<file path="src/rtl/pool2d_stream.sv">
// Streaming 2D pooling engine: latches one feature map on start, walks every window
// one tap per cycle, and emits average or signed-max results on a valid/ready stream.
module pool2d_stream #(
  parameter int CH     = 1,
  parameter int IN_H   = 4,
  parameter int IN_W   = 4,
  parameter int K      = 2,
  parameter int STRIDE = 2,
  parameter int WIDTH  = 16,
  localparam int OUT_H = (IN_H - K) / STRIDE + 1,
  localparam int OUT_W = (IN_W - K) / STRIDE + 1,
  localparam int N_OUT = CH * OUT_H * OUT_W,
  localparam int IDX_W = (N_OUT > 1) ? $clog2(N_OUT) : 1
) (
  input  logic                        clk,
  input  logic                        rst,
  input  logic                        start,
  input  logic                        mode,
  input  logic [CH*IN_H*IN_W*WIDTH-1:0] in_vec,
  output logic                        busy,
  output logic                        done,
  output logic                        out_valid,
  input  logic                        out_ready,
  output logic [WIDTH-1:0]            out_data,
  output logic [IDX_W-1:0]            out_idx,
  output logic                        out_last
);

  localparam int KK        = K * K;
  localparam int ACC_WIDTH = WIDTH + $clog2(KK) + 1;
  localparam int N_IN      = CH * IN_H * IN_W;
  localparam int IN_IDX_W  = (N_IN > 1) ? $clog2(N_IN) : 1;
  localparam int KC_W      = (K > 1) ? $clog2(K) : 1;
  localparam int OW_W      = (OUT_W > 1) ? $clog2(OUT_W) : 1;
  localparam int OH_W      = (OUT_H > 1) ? $clog2(OUT_H) : 1;
  localparam int C_W       = (CH > 1) ? $clog2(CH) : 1;

  localparam logic [KC_W-1:0]      K_LAST   = KC_W'(K - 1);
  localparam logic [OW_W-1:0]      OW_LAST  = OW_W'(OUT_W - 1);
  localparam logic [OH_W-1:0]      OH_LAST  = OH_W'(OUT_H - 1);
  localparam logic [IDX_W-1:0]     IDX_LAST = IDX_W'(N_OUT - 1);
  localparam logic [ACC_WIDTH-1:0] KK_DIV   = ACC_WIDTH'(KK);
  localparam logic [ACC_WIDTH-1:0] KK_HALF  = ACC_WIDTH'(KK / 2);

  typedef enum logic [1:0] {S_IDLE, S_ACC, S_EMIT} state_t;

  state_t                       r_state;
  logic                         r_busy, r_done, r_valid, r_last, r_mode;
  logic [WIDTH-1:0]             r_data;
  logic [IDX_W-1:0]             r_idx;
  logic signed [ACC_WIDTH-1:0]  r_acc;
  logic [KC_W-1:0]              r_kh, r_kw;
  logic [OW_W-1:0]              r_ow;
  logic [OH_W-1:0]              r_oh;
  logic [C_W-1:0]               r_c;
  logic [WIDTH-1:0]             r_mem [N_IN];

  logic                         w_accept;
  logic [IN_IDX_W-1:0]          w_tap_idx;
  logic signed [WIDTH-1:0]      w_tap;
  logic signed [ACC_WIDTH-1:0]  w_tap_ext, w_acc_next;
  logic                         w_neg;
  logic [ACC_WIDTH-1:0]         w_mag, w_quot, w_avg;
  logic [WIDTH-1:0]             w_result;

  assign w_accept = (r_state == S_IDLE) && start;

  // NOTE: the latched frame is pure storage with no reset; every start overwrites it before it is read.
  always_ff @(posedge clk) begin
    if (w_accept) begin
      for (int i = 0; i < N_IN; i++) r_mem[i] <= in_vec[i*WIDTH +: WIDTH];
    end
  end

  assign w_tap_idx = IN_IDX_W'((32'(r_c) * IN_H + 32'(r_oh) * STRIDE + 32'(r_kh)) * IN_W
                               + 32'(r_ow) * STRIDE + 32'(r_kw));
  assign w_tap     = r_mem[w_tap_idx];
  assign w_tap_ext = w_tap;

  // NOTE: every always_comb output gets a value on every path, so no latch can be inferred.
  always_comb begin
    w_acc_next = r_acc;
    if (!r_mode) begin
      w_acc_next = r_acc + w_tap_ext;
    end else if (((r_kh == '0) && (r_kw == '0)) || (w_tap_ext > r_acc)) begin
      w_acc_next = w_tap_ext;
    end
  end

  // Round half away from zero by dividing the magnitude and restoring the sign.
  assign w_neg    = w_acc_next[ACC_WIDTH-1];
  assign w_mag    = w_neg ? -w_acc_next : w_acc_next;
  assign w_quot   = (w_mag + KK_HALF) / KK_DIV;
  assign w_avg    = w_neg ? -w_quot : w_quot;
  assign w_result = r_mode ? WIDTH'(w_acc_next) : WIDTH'(w_avg);

  // NOTE: sequential state uses non-blocking assignments so all registers update together at the edge.
  always_ff @(posedge clk) begin
    if (rst) begin
      r_state <= S_IDLE;
      r_busy  <= 1'b0;
      r_done  <= 1'b0;
      r_valid <= 1'b0;
      r_last  <= 1'b0;
      r_mode  <= 1'b0;
      r_data  <= '0;
      r_idx   <= '0;
      r_acc   <= '0;
      r_kh    <= '0;
      r_kw    <= '0;
      r_ow    <= '0;
      r_oh    <= '0;
      r_c     <= '0;
    end else begin
      r_done <= 1'b0;
      case (r_state)
        S_IDLE: begin
          if (start) begin
            r_mode  <= mode;
            r_acc   <= '0;
            r_kh    <= '0;
            r_kw    <= '0;
            r_ow    <= '0;
            r_oh    <= '0;
            r_c     <= '0;
            r_idx   <= '0;
            r_busy  <= 1'b1;
            r_state <= S_ACC;
          end
        end
        S_ACC: begin
          r_acc <= w_acc_next;
          if (r_kw == K_LAST) begin
            r_kw <= '0;
            if (r_kh == K_LAST) begin
              r_kh    <= '0;
              r_data  <= w_result;
              r_valid <= 1'b1;
              r_last  <= (r_idx == IDX_LAST);
              r_state <= S_EMIT;
            end else begin
              r_kh <= r_kh + KC_W'(1);
            end
          end else begin
            r_kw <= r_kw + KC_W'(1);
          end
        end
        S_EMIT: begin
          if (out_ready) begin
            r_valid <= 1'b0;
            if (r_last) begin
              r_last  <= 1'b0;
              r_busy  <= 1'b0;
              r_done  <= 1'b1;
              r_state <= S_IDLE;
            end else begin
              r_idx   <= r_idx + IDX_W'(1);
              r_acc   <= '0;
              r_state <= S_ACC;
              if (r_ow == OW_LAST) begin
                r_ow <= '0;
                if (r_oh == OH_LAST) begin
                  r_oh <= '0;
                  r_c  <= r_c + C_W'(1);
                end else begin
                  r_oh <= r_oh + OH_W'(1);
                end
              end else begin
                r_ow <= r_ow + OW_W'(1);
              end
            end
          end
        end
        default: r_state <= S_IDLE;
      endcase
    end
  end

  assign busy      = r_busy;
  assign done      = r_done;
  assign out_valid = r_valid;
  assign out_data  = r_data;
  assign out_idx   = r_idx;
  assign out_last  = r_last;

endmodule

</file>
<file path="config.mk">
export PLATFORM = sky130hd
export DESIGN_NAME = pool2d_stream
export DESIGN_NICKNAME = d
export VERILOG_FILES = /design/src/rtl/pool2d_stream.sv
export SDC_FILE = /design/constraint.sdc
export NUM_CORES = 1
export LEC_CHECK = 0
export CELL_PAD_IN_SITES_DETAIL_PLACEMENT = 1
export CELL_PAD_IN_SITES_GLOBAL_PLACEMENT = 1
export CORE_UTILIZATION = 43
export CTS_CLUSTER_SIZE = 16
export DETAILED_ROUTE_END_ITERATION = 6
export PLACE_DENSITY_LB_ADDON = 0.1
export RECOVER_POWER = 50
export SLEW_MARGIN = 20
export SYNTH_ARGS = -nofsm -noshare
export SYNTH_HDL_FRONTEND = slang
export SYNTH_SLANG_ARGS = --single-unit
</file>
<file path="constraint.sdc">
create_clock -name clk -period 29.6 [get_ports clk]
set_input_delay 5.92 -clock clk [delete_from_list [all_inputs] [get_ports clk]]
set_output_delay 5.92 -clock clk [all_outputs]
set_load 0.05 [all_outputs]
</file>
==> impl_metrics.ini, run 1 <==
[power_and_ir_drop]
pwr-share-seq = 0.411
pwr-share-comb = 0.240
powerDensity_nw_per_um2 = 63.05
p_int_w = 0.0008835
total_leakage_power_nw = 6.784
total_power_w = 0.001246
switchingPower_w = 0.0003621
vdd_drop_max_uv = 51.49
p_clk_frac = 0.349
p_sw_frac = 0.2907

[synthesis]
yosysUniqueCellTypes = 97
ys_seq_area_frac = 0.5583
syn-instance-count = 1119
synth_flop_cell = edfxtp_1
synth-edff-count = 256
ys_ff_latch = 304
synthesis.nets = 1428
synth.avg_cell_area_um2 = 13.84
yosysWarningCount = 0
netlist_area_um2 = 15490
ys_async_sr_fraction = 0

[critical_path]
start_kind = primary input
setup.worst_path.start = start
reg2reg_from = r_state[1]
crit_path_end_kind = flip-flop
path_class = in -> reg
cp_data_arrival_time_ps = 15080
path_max_fanout = 181
reg2regPathDepth = 3
required_ps = 29750

[cts]
holdBufCountCts = 0
root_buffer = clkbuf_16
post_cts_resize_count = 0
worst_skew_pair.late_latency_ps = 550
numCtsBuffers = 36
cts-htree-levels = 2
cts_tree = built
cts.sinks = 304
clockBufferDepth = 3
post_cts_buffers = 0
clkTransAtPathRegs_ps = 50

[detailed_routing]
post_drt_wl_per_cell_um = 23.22
ant_nets = 0
wl_mm = 43.81
drc = 0
via_per_inst = 5.718
drt-initial-drc-count = 687
vias = 10789
dr.pass1.iters = 5

[status]
status = finished with violations
violations = capacitance limit, slew limit

[sta]
tns_ps = 0
finalHoldWorstSlack_ps = 454.5
slew-limit-headroom = -5.529
clock.fmax_ghz = 0.06696
skew_ps = 31.16
fin_crit_ps = 14940
setup_viol = 0
fin_crit_sh = 0.5046
slew_viol_final = 232
tightest_slew_ps = 9793
hold_viol_final = 0
rsz0062_at_grt = no

[cells_and_area]
final_common_cell = dlygate4sd3_1
drive_gt1_frac = 0.1311
final_cells = 1887
fillers = 3503
areaGrowthSynthToFinish_pct = 27.54
final_cell_mix = dlygate4sd3_1 (257), edfxtp_1 (256), nor2_1 (79)
fin_nets = 1702

[place]
dp_cells = 1816
gp_congestion = 0.8512
post-dp-hpwl_mm = 31.36
io_buffers = 282

[floorplanning]
rows = 69
die_w_um = 191.8
die-area_um2 = 36790
die_h_um = 191.8
start_util = 0.4366
core_um2 = 35480
io_pins = 283

[min_path]
hold_path.class = reg -> reg
min_from = out_data[12]
holdPathStages = 2

[global_route]
grt_pass1_vias = 11295
grt_usage = 0.2401
antenna_found_initial = 13
grt_overflow = 0
grt_pass1_wl_mm = 65.61
grt_max_degree = 182

[flow_run]
cap_violations = 2
[flip-flops by register name, indices dropped and copies added (netlist names), 2 cells and up]
signal,cells
r_mem,256
r_acc,19
out_data,16
out_idx,2
r_state,2
[layer usage]
layer / GRT usage / up-vias / wire [um]
met5: 0 / - / 79
met4: 0.06044 / 12 / 862
met3: 0.06048 / 65 / 2816
met2: 0.3970 / 337 / 21460
met1: 0.3147 / 5400 / 18600
li1: - / 4975 / -
[cells by family (layout without fill, tap and decap cells)]
logic type	Yosys count	count (layout)	share of synthesized area
adders and majority gates	48	48	0.03925
other	0	7	0
muxes	91	91	0.1280
and+or+nand+nor	279	279	0.09725
xor gates and xnor gates	38	38	0.02237
buffers and inverters	106	406	0.03788
DFF	304	304	0.5583
AOI/OAI and AO/OA	253	253	0.1170
[path summary, 6_finish.rpt]
check                           slack [ps]      endpoint
worst max register to register       20120  r_mem[6][12]
worst min-delay path                   450  out_data[12]
worst min register to register         450  out_data[12]
worst max-delay path                 14660  r_mem[6][12]
[layout make-up]
cell class              instances  area (um2)  share of cell area
diodes                          7       17.52           0.0008866
repair buffers                297        2925              0.1481
well taps                     461       576.8             0.02919
clock buffers                  40       915.9             0.04636
inverters                      45       168.9            0.008549
flip-flops and latches        304        8658              0.4382
clock inverters                24       239.0             0.01210
multi-input cells             709        6256              0.3166
[synthesized netlist by cell type, types with 9 or more instances]
master / number / area share
clkbuf_1: 22 / 0.0053
buf_6: 12 / 0.0087
or3_1: 10 / 0.0040
xnor2_1: 31 / 0.018
nand2_1: 58 / 0.014
mux4_2: 66 / 0.096
nand3_1: 28 / 0.0090
mux4_1: 15 / 0.025
ha_1: 47 / 0.038
nor2_1: 79 / 0.019
and3_1: 11 / 0.0044
nand2b_1: 9 / 0.0036
o21a_1: 9 / 0.0044
dfxtp_1: 48 / 0.062
a22oi_1: 21 / 0.010
o21ai_0: 27 / 0.0087
o211ai_1: 13 / 0.0063
a31oi_1: 10 / 0.0040
nor3_1: 19 / 0.0061
buf_2: 11 / 0.0036
edfxtp_1: 256 / 0.50
inv_1: 44 / 0.011
a21oi_1: 72 / 0.023
[power groups by stage]
| stage | clock [W] | sequential [W] | combinational [W] |
|---|---|---|---|
| final | 0.000435 | 0.000512 | 0.000299 |
| after global routing | 0.000460 | 0.000515 | 0.000326 |
| after CTS | 0.000445 | 0.000507 | 0.000305 |
| after detailed placement | 0 | 0.000515 | 0.000303 |
| after global placement | 0 | 0.000513 | 0.000297 |
| after floorplan | 0 | 0.000524 | 0.000213 |
[metrics by stage]
step,util,instance area [um2],setup slack (ps)
6_report,0.5568,19760,14660
5_1_grt,0.5566,19750,13770
4_1_cts,0.5570,19760,20970
3_5_place_dp,0.5244,18610,20730
3_3_place_gp,0.5244,18610,20810
2_1_floorplan,-,15490,3938
[worst max-delay path: stages]
cell	delay (ps)
dlygate4sd3_1	580
nor3b_1	210
clkbuf_1	6610
buf_4	1550
Note: power is estimated with default switching activity, not from simulation.
==> run 2: changes to the inputs <==
- clock period: 29.6 -> 15.37 ns (I/O delays scaled with it)
==> impl_metrics.ini, run 2 (same netlist as run 1, synthesis figures left out) <==
[status]
violations = capacitance limit, slew limit
status = finished with violations

[global_route]
grt_usage = 0.2390
grt_pass1_vias = 11199
grt_pass1_wl_mm = 65.63
grt_max_degree = 187
antenna_found_initial = 24
grt_overflow = 0

[power_and_ir_drop]
p_int_w = 0.001647
powerDensity_nw_per_um2 = 118.1
p_clk_frac = 0.334
pwr-share-comb = 0.245
vdd_drop_max_uv = 97.38
p_sw_frac = 0.2913
switchingPower_w = 0.0006769
total_leakage_power_nw = 6.799
pwr-share-seq = 0.420

[cells_and_area]
fin_nets = 1698
final_cell_mix = dlygate4sd3_1 (277), edfxtp_1 (256), nor2_1 (79)
final_cells = 1890
top_register = r_mem
final_common_cell = dlygate4sd3_1
drive_gt1_frac = 0.1248
largest_reg_flops = 256
areaGrowthSynthToFinish_pct = 27.02

[detailed_routing]
top_layer = met5
via_per_inst = 5.659
drc = 0
routedLengthMet1_mm = 18.18
vias = 10695
ant_nets = 0
post_drt_wl_per_cell_um = 22.86
drt-initial-drc-count = 550
wl_mm = 43.20
wl_met3_mm = 2.642
wl_met2_mm = 21.14
dr.pass1.iters = 5

[min_path]
hold_path.class = reg -> reg

[sta]
setup_ws_ps = 6622
hold_viol_final = 0
slew-limit-headroom = -1.626
skew_ps = 13.04
clock.fmax_ghz = 0.1143
tns_ps = 0
tightest_slew_ps = 3939
slew_viol_final = 123
fin_crit_ps = 8748
rsz0062_at_grt = no
fin_crit_sh = 0.5691
setup_viol = 0

[critical_path]
start_kind = flip-flop
cp_data_arrival_time_ps = 9040
required_ps = 15670
path_max_fanout = 41
path_class = reg -> reg
crit_path_end_kind = flip-flop

[cts]
clockBufferDepth = 3
root_buffer = clkbuf_16
numCtsBuffers = 35
post_cts_buffers = 0
cts-htree-levels = 2
cts.sinks = 304
holdBufCountCts = 0
worst_skew_pair.late_latency_ps = 530
cts_tree = built
clkTransAtPathRegs_ps = 50
post_cts_resize_count = 0

[floorplanning]
die_h_um = 191.8
start_util = 0.4366
rows = 69
die_w_um = 191.8
core_um2 = 35480
io_pins = 283
die-area_um2 = 36790

[flow_run]
cap_violations = 2

[place]
gp_congestion = 0.8950
pre_cts_ws_ps = 6645
io_buffers = 282
post-dp-hpwl_mm = 31.61
dp_cells = 1813
[run 2: power by group through the flow]
stage / registers (W) / clock network (W) / logic (W)
5_1_grt: 0.000982 / 0.000825 / 0.000625
3_5_place_dp: 0.000993 / 0 / 0.000582
2_1_floorplan: 0.000995 / 0 / 0.000411
6_report: 0.000977 / 0.000777 / 0.000570
3_3_place_gp: 0.000989 / 0 / 0.000570
4_1_cts: 0.000976 / 0.000796 / 0.000586
[run 2: layout make-up]
class,count,area [um2]
flip-flops and latches,304,8658
well taps,461,576.8
repair buffers,294,2915
multi-input cells,709,6256
diodes,19,47.55
clock inverters,17,145.1
clock buffers,41,908.4
inverters,45,168.9
fillers,3503,15810
[run 2: final timing paths]
| check | startpoint | end | slack, ps | cells after the start |
|---|---|---|---|---|
| setup / recovery | r_kw | out_data[9] | 6620 | 23 |
| hold / removal | out_data[10] | out_data[10] | 450 | 2 |
| setup reg to reg | r_kw | out_data[9] | 6620 | 23 |
| hold reg to reg | out_data[10] | out_data[10] | 450 | 2 |
[run 2: metrics by stage]
stage | total power (W) | area (um2) | hold slack (ps) | utilization
finish | 0.002324 | 19680 | 449.7 | 0.5545
global route | 0.002432 | 19660 | 481.4 | 0.5540
CTS | 0.002358 | 19650 | 457.7 | 0.5537
detailed placement | 0.001575 | 18590 | 449.9 | 0.5240
global placement | 0.001559 | 18590 | 441.5 | 0.5240
floorplan | 0.001406 | 15500 | 465.4 | -
[run 2: layer usage]
| layer | up-vias | global-route usage |
|---|---|---|
| li1 | 4973 | - |
| met4 | 12 | 0.07814 |
| met1 | 5349 | 0.3083 |
| met2 | 288 | 0.3929 |
| met3 | 73 | 0.05993 |
| met5 | - | 0 |
[run 2: worst max-delay path: stages, from the launching register on]
cell and delay [ps]:
dfxtp_4 730, buf_4 760, mux4_1 640, mux4_2 610, ha_1 460, a21oi_1 180, o21ai_0 140, a221o_1 330
o211ai_1 800, nand3_1 300, a31oi_1 510, nor3_2 140, nor2_1 140, xnor2_1 90, ha_1 280, o31a_1 330
a31o_2 260, a22o_1 220, nor3_1 470, nand4_4 220, a311o_1 410, or3_1 310, nand3_1 90, a21oi_1 60
==> run 3: changes to the inputs <==
- CORE_UTILIZATION: 43 -> 39
- clock period: 15.37 -> 7.5 ns (I/O delays scaled with it)
==> impl_metrics.ini, run 3 (same netlist as run 1, synthesis figures left out) <==
[status]
status = finished with violations
violations = capacitance limit, slew limit

[cts]
cts_tree = built
clockBufferDepth = 3
numCtsBuffers = 36
root_buffer = clkbuf_16
clkTransAtPathRegs_ps = 50
cts-htree-levels = 2
worst_skew_pair.late_latency_ps = 560
cts.sinks = 304

[floorplanning]
start_util = 0.3981
die-area_um2 = 40520
io_pins = 283
die_h_um = 201.3
core_um2 = 38920
die_w_um = 201.3
rows = 72

[detailed_routing]
wl_mm = 45.10
drt-initial-drc-count = 592
ant_nets = 0
vias = 10809
via_per_inst = 5.478
drc = 0
post_drt_wl_per_cell_um = 22.86
dr.pass1.iters = 5

[place]
post-dp-hpwl_mm = 33.49
place_area_um2 = 18940
io_buffers = 282
pre_cts_ws_ps = 112.1
gp_congestion = 0.8962

[power_and_ir_drop]
powerDensity_nw_per_um2 = 246.7
total_leakage_power_nw = 7.010
p_sw_frac = 0.3009
pwr-share-comb = 0.253
vdd_drop_max_uv = 169.1
p_clk_frac = 0.346
switchingPower_w = 0.001498
p_int_w = 0.003480
total_power_w = 0.004978
pwr-share-seq = 0.401

[sta]
skew_ps = 20.77
slew_viol_final = 10
rsz0062_at_grt = no
fin_crit_sh = 0.9393
hold_viol_final = 0
slew-limit-headroom = -0.4726
fin_crit_ps = 7045
setup_viol = 0
tns_ps = 0
setup_ws_ps = 455.5
clock.fmax_ghz = 0.1420
tightest_slew_ps = 2204

[cells_and_area]
fin_nets = 1728
areaGrowthSynthToFinish_pct = 30.27
seq_area_um2 = 8658
drive_gt1_frac = 0.1584
multi_input_area_um2 = 6332
largest_reg_flops = 256
final_area_um2 = 20180
fillers = 3886
top_register = r_mem
final_common_cell = dlygate4sd3_1
post-route-util = 0.5186
final_cell_mix = dlygate4sd3_1 (270), edfxtp_1 (256), nor2_1 (78)

[global_route]
met1_usage = 0.2855
top_usage_layer = met2
grt_usage = 0.2227
grt_overflow = 0
antenna_found_initial = 23
grt_max_degree = 197
grtUsageMet3 = 0.06236
grt_use_met2 = 0.3749
grt_pass1_vias = 11424
grt_pass1_wl_mm = 68.37

[critical_path]
required_ps = 7890
setup.worst_path.start = r_kw
rrSetupSlack_ps = 460
cp_data_arrival_time_ps = 7440
reg2reg_from = r_kw
path_class = reg -> reg
path_max_fanout = 25
start_kind = flip-flop
crit_path_end_kind = flip-flop

[min_path]
hold_path.class = reg -> reg
min_from = out_data[10]

[flow_run]
cap_violations = 1
run 3: cell types whose count changed in the layout (fill, tap and decap cells not counted), moves of 3 or more:
| cell | before | now |
|---|---|---|
| nor3_1 | 19 | 16 |
| ha_1 | 47 | 44 |
| clkinv_1 | 10 | 4 |
| buf_4 | 10 | 34 |
| clkdlybuf4s50_1 | 4 | 11 |
| dlygate4sd3_1 | 277 | 270 |
| clkbuf_8 | 1 | 4 |
| clkinv_2 | 3 | 7 |
| buf_12 | 1 | 5 |
| diode_2 | 19 | 9 |
run 3: stage by stage:
| stage | std cells | hold slack [ps] |
|---|---|---|
| 6_report | 1973 | 450.0 |
| 5_1_grt | 1970 | 473.9 |
| 4_1_cts | 1961 | 455.7 |
| 3_5_place_dp | 1896 | 448.1 |
| 3_3_place_gp | 1896 | 440.7 |
| 2_1_floorplan | 1119 | 465.4 |
run 3: critical path, cell delays in order, from the launching register on:
cell	delay, ps
dfxtp_4	390
buf_12	230
mux4_2	550
mux4_2	640
ha_1	470
nand4_2	170
nor3_2	290
nand3_2	200
and4_2	330
o21ai_1	360
a31oi_1	180
buf_4	230
nor4_2	540
a31oi_1	190
o32ai_2	470
and3_1	450
o311a_1	260
nor3_2	80
nor3_4	250
mux4_1	310
a31oi_1	180
a311oi_2	110
run 3: power groups by stage:
stage / Sequential, W / Clock, W / Combinational, W
2_1_floorplan: 0.00203 / 0 / 0.000854
3_3_place_gp: 0.00202 / 0 / 0.00124
3_5_place_dp: 0.00203 / 0 / 0.00126
4_1_cts: 0.00200 / 0.00177 / 0.00127
5_1_grt: 0.00200 / 0.00182 / 0.00137
6_report: 0.00200 / 0.00172 / 0.00126
run 3: worst paths after layout:
kind,endpoint,cells after the start
worst max register to register,out_data[11],21
worst max-delay path,out_data[11],21
worst min-delay path,out_data[10],2
worst min register to register,out_data[10],2
run 3: area by class of cell:
class / instances / area share
flip-flops and latches: 304 / 0.4290
repair buffers: 323 / 0.1580
clock inverters: 19 / 0.008060
well taps: 518 / 0.03212
diodes: 9 / 0.001116
clock buffers: 46 / 0.04954
inverters: 45 / 0.008370
multi-input cells: 709 / 0.3138
run 3: layer usage:
layer  up-vias  wire [um]
li1       5026          -
met3        77       2779
met1      5409      19430
met5         -        165
met4        26        700
met2       271      22030
run 3: repair_timing:
item | in CTS | in global routing
hold buffers | 0 | 0
buffers inserted | 0 | 3
gates resized for setup | 0 | 11
endpoints found under the setup margin | 0 | 7
==> RTL edit 1: new RTL, settings of run 3 <==
`IN_W`: 4 -> 8.
--- a/src/rtl/pool2d_stream.sv
+++ b/src/rtl/pool2d_stream.sv
@@ -3,7 +3,7 @@
 module pool2d_stream #(
   parameter int CH     = 1,
   parameter int IN_H   = 4,
-  parameter int IN_W   = 4,
+  parameter int IN_W   = 8,
   parameter int K      = 2,
   parameter int STRIDE = 2,
   parameter int WIDTH  = 16,
Interface: changed (resized in_vec and out_idx); port bits go from 283 to 540. The function was not compared with the original's and may differ.
==> RTL edit 1 against run 3 <==
  * The run still ends with max-capacitance violations, max-slew violations left
  * Power grew 69%
  * Routed wire length grew 93%
  * Hold slack gained 1.4 ps
  * Sequential cell count grew 258
  * Setup slack lost 120 ps
  * Utilization grew 2.6 points
  * First-iteration DRC count grew 140%
  * Final area grew 71%
  * Area after synthesis grew 62%
  * Sequential share of layout area grew 4.7 points
  * Largest cell class unchanged
  * Highest routed layer unchanged
==> RTL edit 1: results (changes against run 3) <==
outcome=finished, violations left (unchanged); failing checks=max-capacitance violations, max-slew violations (unchanged); max_cap viols=1 (unchanged); # nets final=2815 (was 1728); Max VDD drop=0.000186 V (was 0.000169 V); first-pass GRT wire length=124000 um (was 68400 um); met3 wire len=4510 um (was 2780 um); Post-synth EDFFs=512 (was 256); dpl cells=3013 (was 1896); antenna violations before repair=53 (was 23); share of cells above drive strength 1=16.4% (was 15.8%); worst skew pair latency=660 ps (was 560 ps); Vias=17300 (was 10800); post-synthesis sequential area ratio=65.4% (was 55.8%); Arr. time, crit path=7680 ps (was 7440 ps); Layout fillers=6040 (was 3886); met2 wire length=45100 um (was 22000 um); max reg flops=512 (was 256); Non-Filler Instances=3169 (was 1973); WL met1=35300 um (was 19400 um); Slew headroom=-80.7% (was -47.3%); largest cells by area after synthesis=edfxtp_1 61%, mux4_2 9.0%, dfxtp_1 4.0% (was edfxtp_1 50%, mux4_2 9.6%, dfxtp_1 6.2%); Post-Syn Instances=1612 (was 1119); Worst Skew=79.6 ps (was 20.8 ps); commonest cells in the netlist=512 x edfxtp_1, 100 x mux4_2, 93 x nor2_1, 75 x mux2i_1 (was 256 x edfxtp_1, 79 x nor2_1, 72 x a21oi_1, 66 x mux4_2, 58 x nand2_1); Slew Viols, Final=23 (was 10)
[RTL edit 1: repair_timing]
| item | CTS | global route |
|---|---|---|
| setup endpoints to repair | 2 | 9 |
| setup buffers | 3 | 15 |
| pin swaps | 0 | 5 |
| gates resized for setup | 5 | 33 |
| cloned | 1 | 0 |
[RTL edit 1: power by group through the flow]
stage                     registers (mW)  logic, mW  clock network [mW]
after floorplan                     3.80       1.02                   0
after global routing                3.74       1.85                3.13
after global placement              3.79       1.66                   0
final                               3.73       1.70                2.97
after CTS                           3.73       1.70                3.02
after detailed placement            3.80       1.68                   0
[RTL edit 1: worst paths after layout]
path,from,to,slack [ps],cells after the start
setup / recovery,r_kw,out_data[14],340,26
hold / removal,out_data[6],out_data[6],450,2
setup reg to reg,r_kw,out_data[14],340,26
hold reg to reg,out_data[6],out_data[6],450,2
[RTL edit 1: logic make-up after synthesis]
kind of cell               count (synthesis)  synth area share [%]
AOI/OAI and AO/OA                        315                  8.96
xor gates and xnor gates                  43                  1.56
adders and majority gates                 50                  2.53
buffers and inverters                    131                  2.43
DFF                                      562                  65.4
muxes                                    182                  12.3
and+or+nand+nor                          329                  6.74
[RTL edit 1: metal layers]
layer,track usage [%],vias to the layer above
met5,0,-
met4,6.26,12
met3,4.12,154
met2,46.6,590
met1,33.3,8820
li1,-,7719
[RTL edit 1: final cells by class]
cell class              instances  share of cell area, %
well taps                     846                   3.07
flip-flops and latches        562                   47.6
multi-input cells             919                   24.1
clock inverters                39                   1.20
diodes                         24                  0.174
repair buffers                655                   18.8
inverters                      50                  0.545
clock buffers                  74                   4.51
[RTL edit 1: through the flow]
step / instance area [sq um] / util [%] / setup TNS (ps)
6_report: 34400 / 54.5 / 0
3_5_place_dp: 32000 / 50.6 / -30.4
4_1_cts: 34100 / 53.9 / 0
2_1_floorplan: 25100 / - / -1076310
3_3_place_gp: 32000 / 50.6 / 0
5_1_grt: 34400 / 54.5 / -70.3
[RTL edit 1: tightest hold or removal path, stage by stage, from the launching register on]
cell,delay (ps)
dfxtp_1,300
nand2_1,50
a21oi_1,50
==> RTL edit 2: new RTL, config.mk and constraints of run 3 <==
Without the edit above. Register the input `mode` before use, cleared by the reset. The logic sees it one clock later. The other inputs are not delayed to match.
--- a/src/rtl/pool2d_stream.sv
+++ b/src/rtl/pool2d_stream.sv
@@ -43,6 +43,16 @@
   localparam logic [ACC_WIDTH-1:0] KK_HALF  = ACC_WIDTH'(KK / 2);
 
   typedef enum logic [1:0] {S_IDLE, S_ACC, S_EMIT} state_t;
+
+  logic mode_q;
+
+  always_ff @(posedge clk) begin
+    if (rst) begin
+      mode_q <= '0;
+    end else begin
+      mode_q <= mode;
+    end
+  end
 
   state_t                       r_state;
   logic                         r_busy, r_done, r_valid, r_last, r_mode;
@@ -116,7 +126,7 @@
       case (r_state)
         S_IDLE: begin
           if (start) begin
-            r_mode  <= mode;
+            r_mode  <= mode_q;
             r_acc   <= '0;
             r_kh    <= '0;
             r_kw    <= '0;
Check against the original RTL: not equivalent (a bounded check fails within 10 cycles, from zero or initial values and one cycle with rst high).
==> RTL edit 2 against run 3 <==
  * The run still ends with max-capacitance violations, max-slew violations left
  * Final area about the same
  * Count of clock-buffer cells in the layout down 4
  * Routed wire length up 1.0%
  * Synthesized cell count up 2.1%
  * Die area down 2.2%
  * Clock power down 3%
  * Setup slack better by 63 ps
  * Sequential cell count up 1
  * Power down 4.2%
  * Clock skew down 3.5 ps
  * Area after synthesis down 2.3%
  * Critical endpoint is now out_data[15]
  * Largest power group unchanged
  * Highest routed layer unchanged
==> RTL edit 2: results (changes against run 3) <==
outcome=finished, violations left (unchanged); failing checks=max-capacitance violations, max-slew violations (unchanged); Worst Skew=17.3 ps (was 20.8 ps); mux contribution to synthesized area=11.3% (was 12.8%); Non-clock buffer share=17.3% (was 15.8%); Layout fillers=3883 (was 3886); met2 wire length=22100 um (was 22000 um); Pleak=7.14 nW (was 7.01 nW); Placer Congestion=0.925 (was 0.896); Non-CTS inverters=44 (was 45); CP peak stage delay=580 ps (was 640 ps); final instance area=20200 sq um (about the same); CP top delay family=compound AO/OA/AOI/OAI gates (was simple AND/OR/NAND/NOR gates); Num CTS Buffers=35 (was 36); # nets final=1784 (was 1728); antenna violations before repair=28 (was 23); Slew Viols, Final=43 (was 10); layout clock buffer count=42 (was 46); n_diodes=15 (was 9); GRT Overall Usage=23.1% (was 22.3%); final WL=45600 um (was 45100 um); Avg WL per Cell=22.5 um (was 22.9 um); Switching Share=28.6% (was 30.1%); multi-input combinational area share=30.0% (was 31.4%); Cell Area, Placed=18900 sq um (about the same); seq_cells=305 (was 304); largest cells by area after synthesis=edfxtp_1 51%, mux4_2 8.6%, dfxtp_1 6.5% (was edfxtp_1 50%, mux4_2 9.6%, dfxtp_1 6.2%); M2 GR Usage=37.9% (was 37.5%); grt met3 use=6.77% (was 6.24%); number of global-route vias before repair=11600 (was 11400); met3 wire len=3040 um (was 2780 um); register area=8680 sq um (was 8660 sq um); XOR/XNOR Fraction of Synth Area=2.60% (was 2.24%); 1st-iter DRT viols=615 (was 592); max_cap viols=1 (unchanged); Arr. time, crit path=7400 ps (was 7440 ps); Netlist cell types=83 (was 97); clk tree area frac=5.52% (was 5.76%); share of cells above drive strength 1=14.9% (was 15.8%); Clock Power=1.66 mW (was 1.72 mW); mean area per synthesized cell=13.3 sq um (was 13.8 sq um); vias per inst=5.42 (was 5.48); P per Cell Area=236 nW/um^2 (was 247 nW/um^2); commonest cells in the netlist=256 x edfxtp_1, 94 x nor2_1, 63 x a21oi_1, 61 x nand2_1, 58 x mux4_2 (was 256 x edfxtp_1, 79 x nor2_1, 72 x a21oi_1, 66 x mux4_2, 58 x nand2_1); post-synthesis sequential area ratio=57.3% (was 55.8%)
## RTL edit 2: cells by family (layout without fill, tap and decap cells)
family | Yosys count | count (layout)
xor+xnor | 45 | 45
compound gates | 273 | 273
simple gates | 282 | 282
buf+inv | 105 | 464
mux | 83 | 83
other cells | 0 | 15
fa+ha+maj | 49 | 49
flops | 305 | 305
## RTL edit 2: through the flow
step	hold slack, ps	TNS (ps)
2_1_floorplan	432	-256910
3_3_place_gp	443	0
3_5_place_dp	446	0
4_1_cts	454	0
5_1_grt	469	0
6_report	451	0
## RTL edit 2: final timing paths
kind / startpoint / end / slack, ps / depth (start not counted)
setup / recovery: r_ow / out_data[15] / 520 / 27
hold / removal: out_data[5] / out_data[5] / 450 / 2
setup reg to reg: r_ow / out_data[15] / 520 / 27
hold reg to reg: out_data[5] / out_data[5] / 450 / 2
## RTL edit 2: timing repair
action	in CTS	in global routing
gates resized for setup	0	7
endpoints found under the setup margin	0	7
buffers inserted	0	6
